--- config.mk ---
export PLATFORM = sky130hd
export DESIGN_NAME = rs232_tx_arbiter
export DESIGN_NICKNAME = d
export VERILOG_FILES = /design/src/rtl/rs232_tx_arbiter.sv
export SDC_FILE = /design/constraint.sdc
export NUM_CORES = 1
export LEC_CHECK = 0
export ABC_AREA = 1
export ABC_CLOCK_PERIOD_IN_PS = 2000
export CAP_MARGIN = 10
export CORE_ASPECT_RATIO = 0.5
export CORE_UTILIZATION = 48
export DETAILED_ROUTE_END_ITERATION = 6
export PLACE_DENSITY_LB_ADDON = 0.15
export SLEW_MARGIN = 20
export SYNTH_ARGS = -nofsm -noshare
export SYNTH_HDL_FRONTEND = slang
export SYNTH_SLANG_ARGS = --single-unit
--- constraint.sdc ---
create_clock -name clk -period 2 [get_ports clk]
set_clock_uncertainty 0.1 [all_clocks]
set_input_delay 0.5 -clock clk [delete_from_list [all_inputs] [get_ports clk]]
set_output_delay 0.5 -clock clk [all_outputs]
set_load 0.02 [all_outputs]
--- src/rtl/rs232_tx_arbiter.sv ---
// Round-robin shares one 8N1 RS232 transmitter between two byte requesters.
// Latency: ready is combinational in IDLE; start bit appears 1 cycle after accept, frame = 10*CLKS_PER_BIT cycles.
// Backpressure: a requester holds valid until its ready; no ready is issued while a frame is in flight or in reset.
module rs232_tx_arbiter #(
    parameter int CLKS_PER_BIT = 434
) (
    input  logic       clk,
    input  logic       resetN,
    input  logic       aValid,
    input  logic [7:0] aData,
    output logic       aReady,
    input  logic       bValid,
    input  logic [7:0] bData,
    output logic       bReady,
    output logic       tx,
    output logic       busy,
    output logic       grantB,
    output logic       txLEDout
);

    localparam int CW = (CLKS_PER_BIT > 1) ? $clog2(CLKS_PER_BIT) : 1;
    localparam logic [CW-1:0] BAUD_LAST = CW'(CLKS_PER_BIT - 1);

    typedef enum logic [1:0] {
        IDLE,
        START,
        DATA,
        STOP
    } state_t;

    state_t        state_q;
    logic [CW-1:0] baud_q;
    logic [2:0]    bit_q;
    logic [7:0]    shift_q;
    logic          tx_q;
    logic          grant_b_q;

    logic pick_b;
    logic is_idle;
    logic baud_wrap;

    // B wins when alone, or on a tie when A was granted last.
    always_comb begin
        pick_b    = bValid && (!aValid || !grant_b_q);
        is_idle   = resetN && (state_q == IDLE);
        aReady    = is_idle && aValid && !pick_b;
        bReady    = is_idle && pick_b;
        baud_wrap = (baud_q == BAUD_LAST);
    end

    always_ff @(posedge clk or negedge resetN) begin
        if (!resetN) begin
            state_q   <= IDLE;
            baud_q    <= '0;
            bit_q     <= '0;
            shift_q   <= '0;
            tx_q      <= 1'b1;
            grant_b_q <= 1'b1;
        end else begin
            case (state_q)
                IDLE: begin
                    if (aReady || bReady) begin
                        shift_q   <= bReady ? bData : aData;
                        grant_b_q <= bReady;
                        state_q   <= START;
                        tx_q      <= 1'b0;
                        baud_q    <= '0;
                        bit_q     <= '0;
                    end
                end
                START: begin
                    baud_q <= baud_wrap ? '0 : baud_q + 1'b1;
                    if (baud_wrap) begin
                        tx_q    <= shift_q[0];
                        shift_q <= shift_q >> 1;
                        state_q <= DATA;
                    end
                end
                DATA: begin
                    baud_q <= baud_wrap ? '0 : baud_q + 1'b1;
                    if (baud_wrap) begin
                        if (bit_q == 3'd7) begin
                            tx_q    <= 1'b1;
                            state_q <= STOP;
                        end else begin
                            tx_q    <= shift_q[0];
                            shift_q <= shift_q >> 1;
                            bit_q   <= bit_q + 3'd1;
                        end
                    end
                end
                STOP: begin
                    baud_q <= baud_wrap ? '0 : baud_q + 1'b1;
                    if (baud_wrap) begin
                        state_q <= IDLE;
                    end
                end
                default: state_q <= IDLE;
            endcase
        end
    end

    assign tx       = tx_q;
    assign txLEDout = ~tx_q;
    assign busy     = (state_q != IDLE);
    assign grantB   = grant_b_q;

endmodule
### Word-level counts from Yosys, hierarchy flattened

Index checks and enable logic that the tools add are counted.

* add/sub/neg operators: 2
* equal/unequal tests: 11
* mux-type cells: 24
* reductions and logical operators: 20
* bitwise logic cells: 1

Operators with widths (count)
* 8-bit 2-to-1 mux: 5
* 8-bit one-hot mux with 3 select lines: 1
* 9-bit 2-to-1 mux: 2
* 9-bit one-hot mux with 2 select lines: 1
* 2-bit 2-to-1 mux: 5
* 2-bit inequality test, second input constant: 5
* 5-bit AND reduction: 2
* 9-bit by 1-bit adder with 9-bit output, second input constant: 1
* 9-bit == test, second input constant: 1
* 3-bit 2-to-1 mux: 3
* 2-bit one-hot mux with 4 select lines: 1
* 4-bit AND reduction: 2
* 3-bit one-hot mux with 2 select lines: 1
* 1-bit logical AND: 5
* 2-bit == test, second input constant: 2
* 1-bit 2-to-1 mux: 4
* 2-bit nonzero test: 2
* 3-bit by 1-bit adder with 3-bit output, second input constant: 1
* 3-bit == test, second input constant: 1
* 1-bit logical NOT: 3
* 1-bit one-hot mux with 3 select lines: 1
* 3-bit nonzero test: 1
* 3-bit OR reduction: 1
* 2-bit by 1-bit == test with 1-bit output, second input constant: 1
* 5 further kinds: 6

* word-level logic and storage cells: 64
* register bits after elaboration: 24
* input port bits: 20
* output and inout port bits: 6

### Depth between registers and ports, before layout

* word-level depth: 8
* mapped depth: 11
* depth with buffers taken out: 11

### Worst setup path after synthesis

No wires, ideal clock.

* path type: register to output
* from: register state_q[0]
* to: output port aReady
* data required time: 1400 ps
* arrival time: 1488 ps
* cell stages (with the launch flop): 5
* slack: -88 ps
* buffers on the path: 0
* path through: dfrtp_1 inv_1 ha_1 nand2_2 nor3b_1

* cells in the longest elaborated chain, start to end: 4

Ends and longest elaborated chain
* start, declared: RTL line 31 `state_t state_q;`
* start signal, assigned: RTL line 53 `state_q <= IDLE;`
* start signal, assigned: RTL line 65 `state_q <= START;`
* start signal, assigned: RTL line 76 `state_q <= DATA;`
* 2-bit logical NOT: RTL line 45 `is_idle = resetN && (state_q == IDLE);`
* 1-bit logical AND: RTL line 45
* 1-bit logical AND (2 in series): RTL line 46 `aReady = is_idle && aValid && !pick_b;`
* end, declared: RTL line 11 `output logic aReady,`

Every way passes these cells.

### Worst setup path after layout

* from: register state_q[1]
* to: output port busy

* cells in the longest elaborated chain, start to end: 1

Ends and longest elaborated chain
* 2-bit nonzero test: RTL line 105 `assign busy = (state_q != IDLE);`
* end, declared: RTL line 16 `output logic busy,`

Every way passes these cells.

==> flow_summary.html <==
<table>
<tr><th>Metric</th><th>Value</th></tr>
<tr><th colspan="2">Status</th></tr>
<tr><td>Status</td><td>complete, no violations</td></tr>
<tr><th colspan="2">Logic synthesis</th></tr>
<tr><td>Fraction of registers with async set or reset after synthesis</td><td>between 90% and 100%</td></tr>
<tr><td>Post-synthesis compound-gate area fraction</td><td>5.87%</td></tr>
<tr><td>Synth Net Count</td><td>about 260</td></tr>
<tr><td>#FFs+latches synth</td><td>24</td></tr>
<tr><td>Count of flip-flops with a built-in enable after synthesis</td><td>0</td></tr>
<tr><td>Most used flip-flop cell after synthesis</td><td>sky130_fd_sc_hd__dfrtp_1</td></tr>
<tr><td>Synthesized cell area</td><td>approximately 1600 sq um</td></tr>
<tr><td>Fraction of the yosys area taken by sequential cells</td><td>36.7%</td></tr>
<tr><td>Proportion of synthesized area in mux cells</td><td>0%</td></tr>
<tr><td>Area share of and/or/nand/nor cells after synthesis</td><td>between 40% and 50%</td></tr>
<tr><td>Number of warnings reported in the yosys synthesis log</td><td>0</td></tr>
<tr><td>Synthesized-area fraction occupied by xor and xnor cells</td><td>~1.6%</td></tr>
<tr><td>Post-Syn Area per Cell</td><td>between 7 and 8 sq um</td></tr>
<tr><td>Post-synthesis share of cell area spent on full adders, half adders and majority gates</td><td>6.86%</td></tr>
<tr><td>Number of library cell types mapped by synthesis</td><td>26</td></tr>
<tr><td>Combinational family with the most area after synthesis</td><td>simple AND/OR/NAND/NOR gates</td></tr>
<tr><td>Post-Syn Instances</td><td>between 200 and 250</td></tr>
<tr><th colspan="2">Setup path</th></tr>
<tr><td>Largest fanout on the critical path</td><td>5</td></tr>
<tr><td>Instance count on the critical path</td><td>5</td></tr>
<tr><td>Slowest cell on the critical path</td><td>sky130_fd_sc_hd__dfrtp_1</td></tr>
<tr><td>Cell breakdown of the critical path</td><td>inv_2 &gt; ha_4 &gt; buf_4 &gt; inv_2 &gt; clkdlybuf4s15_2</td></tr>
<tr><td>Number of buffers and inverters on the critical path</td><td>4</td></tr>
<tr><td>Reg2reg path depth</td><td>11</td></tr>
<tr><td>Cell type with the highest occurrence count on the critical path</td><td>sky130_fd_sc_hd__inv_2</td></tr>
<tr><td>Top cell family by delay on the critical path</td><td>buffers and inverters</td></tr>
<tr><td>Worst endpoint data arrival time</td><td>approximately 1.3 ns</td></tr>
<tr><td>Minimum setup slack among reg-to-reg paths</td><td>roughly 0.20 ns</td></tr>
<tr><td>Kind of start point of the critical path</td><td>flop</td></tr>
<tr><td>Reg-to-Reg End</td><td>shift_q[6]</td></tr>
<tr><td>CP required</td><td>approximately 1.4 ns</td></tr>
<tr><td>Start point of the critical path</td><td>state_q[1]</td></tr>
<tr><td>Critical Setup Path Class</td><td>flop to output pin</td></tr>
<tr><td>Element type at the critical path end</td><td>output pin</td></tr>
<tr><td>R2r startpoint</td><td>state_q[1]</td></tr>
<tr><td>Critical Path Sink</td><td>busy</td></tr>
<tr><td>Critical Path Max Stage Delay</td><td>between 0.3 and 0.4 ns</td></tr>
<tr><th colspan="2">Drt</th></tr>
<tr><td>Antenna Violating Nets Remaining</td><td>0</td></tr>
<tr><td>Total number of vias</td><td>approximately 1500</td></tr>
<tr><td>Via density</td><td>roughly 4.9</td></tr>
<tr><td>Aggregate routed wire length</td><td>about 3600 um</td></tr>
<tr><td>Violation count after the first detailed-routing iteration</td><td>between 50 and 60</td></tr>
<tr><td>Number of iterations in the first detailed-routing pass</td><td>4</td></tr>
<tr><td>Detailed-route DRC error count</td><td>0</td></tr>
<tr><td>WL per Instance</td><td>about 11 um</td></tr>
<tr><th colspan="2">Timing</th></tr>
<tr><td>Highest Clock Rate</td><td>slightly above 500 MHz</td></tr>
<tr><td>Crit path time final</td><td>1.94 ns</td></tr>
<tr><td>Final setup violation count</td><td>0</td></tr>
<tr><td>Number of max-slew violations in the final report</td><td>0</td></tr>
<tr><td>RSZ-0062 raised after global routing</td><td>false</td></tr>
<tr><td>Relative slew slack</td><td>76.4%</td></tr>
<tr><td>Worst hold margin</td><td>between 0.3 and 0.4 ns</td></tr>
<tr><td>Share of the clock period used by the worst path after layout</td><td>between 90% and 100%</td></tr>
<tr><td>Hold Violations, Final</td><td>0</td></tr>
<tr><td>Final WS setup</td><td>roughly 0.063 ns</td></tr>
<tr><td>Least-Margin Pin Slew</td><td>roughly 0.35 ns</td></tr>
<tr><th colspan="2">Clock tree</th></tr>
<tr><td>Maximum level of the CTS H-tree</td><td>1</td></tr>
<tr><td>Sinks on Clock Net</td><td>24</td></tr>
<tr><td>Clock latency on the worst-skew pair</td><td>roughly 0.27 ns</td></tr>
<tr><td>Number of setup buffers added after CTS</td><td>0</td></tr>
<tr><td>TritonCTS clock tree</td><td>yes</td></tr>
<tr><td>Count of hold-fix buffers inserted at cts</td><td>0</td></tr>
<tr><td>Root buffer selected by CTS</td><td>sky130_fd_sc_hd__clkbuf_8</td></tr>
<tr><td>Max clock buf depth</td><td>2</td></tr>
<tr><td>Cts bufs inserted</td><td>3</td></tr>
<tr><td>Clock transition at path regs</td><td>approximately 0.090 ns</td></tr>
<tr><th colspan="2">Power and ir drop</th></tr>
<tr><td>Part of the power in the clock network</td><td>between 10% and 20%</td></tr>
<tr><td>Seq pwr share</td><td>between 20% and 30%</td></tr>
<tr><td>Worst IR drop on VDD</td><td>approximately 0.00066 V</td></tr>
<tr><td>Overall power</td><td>between 3 and 4 mW</td></tr>
<tr><td>Power dissipated by switching net loads</td><td>around 1.5 mW</td></tr>
<tr><td>Power density over cell area</td><td>1480 nW/um^2</td></tr>
<tr><td>Switching part of the total</td><td>between 40% and 50%</td></tr>
<tr><td>Lkg Pwr</td><td>~1.2 nW</td></tr>
<tr><td>Internal power component</td><td>1.68 mW</td></tr>
<tr><td>Combinational fraction of design power</td><td>between 60% and 70%</td></tr>
<tr><th colspan="2">Global routing</th></tr>
<tr><td>Remaining global-route overflow</td><td>0</td></tr>
<tr><td>Maximum number of pins on one net before global-route repair</td><td>26</td></tr>
<tr><td>Wire length of the first global-routing pass</td><td>a little over 6000 um</td></tr>
<tr><td>Number of global-route vias before repair</td><td>around 1500</td></tr>
<tr><td>Overall global routing resource usage</td><td>roughly 22%</td></tr>
<tr><td>Number of antenna violations at the first check in global routing</td><td>0</td></tr>
<tr><th colspan="2">Placement</th></tr>
<tr><td>IO buf count</td><td>25</td></tr>
<tr><td>Final RePlAce weighted congestion</td><td>approximately 0.8</td></tr>
<tr><td>HPWL after detailed placement</td><td>around 2700 um</td></tr>
<tr><td>Post-placement setup slack</td><td>-0.564 ns</td></tr>
<tr><th colspan="2">Finish</th></tr>
<tr><td>Layout Utilization</td><td>between 60% and 70%</td></tr>
<tr><td>Commonest cells after routing, fill and taps aside</td><td>sky130_fd_sc_hd__nand2_1, sky130_fd_sc_hd__inv_1, sky130_fd_sc_hd__dfrtp_1</td></tr>
<tr><td>Final Net Count</td><td>just over 300</td></tr>
<tr><td>Most common cell after layout, fill and taps aside</td><td>sky130_fd_sc_hd__nand2_1</td></tr>
<tr><td>Area growth syn-to-layout</td><td>30.6%</td></tr>
<tr><td>Number of inserted diodes</td><td>0</td></tr>
<tr><td>Fraction of layout instances using a drive strength above 1</td><td>between 10% and 20%</td></tr>
<tr><th colspan="2">Die</th></tr>
<tr><td>Width of the die</td><td>84.7 um</td></tr>
<tr><td>Die Footprint</td><td>about 3700 sq um</td></tr>
<tr><td>Placement row count</td><td>14</td></tr>
<tr><td>Initial standard-cell utilization of the core</td><td>between 50% and 60%</td></tr>
<tr><td>I/O pins</td><td>26</td></tr>
<tr><td>Die H</td><td>roughly 43 um</td></tr>
<tr><td>Core Box Area</td><td>3120 sq um</td></tr>
<tr><th colspan="2">Job</th></tr>
<tr><td>Max-cap violation count</td><td>0</td></tr>
<tr><th colspan="2">Worst hold path</th></tr>
<tr><td>Type of the tightest min-delay check</td><td>primary input to asynchronous set/reset pin</td></tr>
</table>
## how the worst min path moves through the flow
stage / from / to / slack [ns] / cells after the start
after floorplan: resetN / baud_q[0] / 0.10 / 0
after global placement: shift_q[5] / shift_q[5] / 0.36 / 2
after detailed placement: shift_q[3] / shift_q[3] / 0.36 / 2
after CTS: resetN / baud_q[8] / 0.36 / 2
after global routing: tx / tx / 0.39 / 2
final: resetN / baud_q[8] / 0.36 / 2
## power groups by stage
stage	registers [mW]	clock network [mW]	logic (mW)
floorplan	0.865	0	1.33
global placement	0.851	0	1.92
detailed placement	0.863	0	1.95
CTS	0.852	0.340	1.94
global route	0.884	0.360	2.24
finish	0.857	0.336	1.98
## cell usage after synthesis (2+ instances only)
cell	instances	area, sq um
sky130_fd_sc_hd__nand4_1	2	12.5
sky130_fd_sc_hd__nand2_8	2	40.0
sky130_fd_sc_hd__dfrtp_1	22	551
sky130_fd_sc_hd__o21ai_0	8	40.0
sky130_fd_sc_hd__nor2_1	10	37.5
sky130_fd_sc_hd__a21oi_1	6	30.0
sky130_fd_sc_hd__inv_1	31	116
sky130_fd_sc_hd__ha_1	9	113
sky130_fd_sc_hd__o22ai_1	3	18.8
sky130_fd_sc_hd__nand3_1	20	100
sky130_fd_sc_hd__xor2_1	3	26.3
sky130_fd_sc_hd__nor2_4	3	33.8
sky130_fd_sc_hd__inv_2	2	7.51
sky130_fd_sc_hd__nand2_1	93	349
sky130_fd_sc_hd__dfstp_2	2	52.6
sky130_fd_sc_hd__nand2_2	3	18.8
## metrics by stage
| stage | std cells | instance area, sq um | TNS (ns) |
|---|---|---|---|
| after global placement | 308 | 2060 | -7.32 |
| after floorplan | 229 | 1650 | 0 |
| final | 312 | 2140 | 0 |
| after detailed placement | 308 | 2060 | -7.61 |
| after CTS | 312 | 2110 | -0.0777 |
| after global routing | 312 | 2140 | 0 |
## cells by family after synthesis
group / Yosys count
simple gates: 138
buf+inv: 37
flops: 24
compound gates: 18
fa+ha+maj: 9
xor+xnor: 3
## final cells by class
class,count,area [sq um]
clock buffers,4,55.1
fillers,255,975
inverters,35,136
multi-input cells,168,927
flip-flops and latches,24,603
well taps,40,50.0
repair buffers,41,372
## worst register-to-register path, cell delays in order, from the launching register on
cell and delay [ns]:
sky130_fd_sc_hd__dfrtp_1 0.39, sky130_fd_sc_hd__inv_2 0.08, sky130_fd_sc_hd__ha_4 0.15, sky130_fd_sc_hd__buf_4 0.15
sky130_fd_sc_hd__inv_2 0.04, sky130_fd_sc_hd__buf_4 0.15, sky130_fd_sc_hd__nand3_1 0.08, sky130_fd_sc_hd__nand2_1 0.08
sky130_fd_sc_hd__a21oi_1 0.24, sky130_fd_sc_hd__nand2_4 0.12, sky130_fd_sc_hd__nand2_1 0.07, sky130_fd_sc_hd__nand2_1 0.05
## per-layer routing
layer | GRT usage, % | share of wire, % | vias up
li1 | - | - | 792
met1 | 26.7 | 49 | 714
met2 | 40.5 | 48 | 26
met3 | 5.33 | 3.0 | 4
met4 | 3.39 | 0.34 | 0
met5 | 0 | 0 | -
## timing repair
item                                    4_1_cts  5_1_grt
endpoints found under the setup margin       18        4
pin swaps                                     1        2
gates resized for setup                      16       11
## sequential cells by signal, summed over array words and instances (netlist names)
| name | cells |
|---|---|
| bit_q | 3 |
| baud_q | 9 |
| grantB | 1 |
| state_q | 2 |
| tx | 1 |
| shift_q | 8 |
Power figures use the tool's default switching activity.
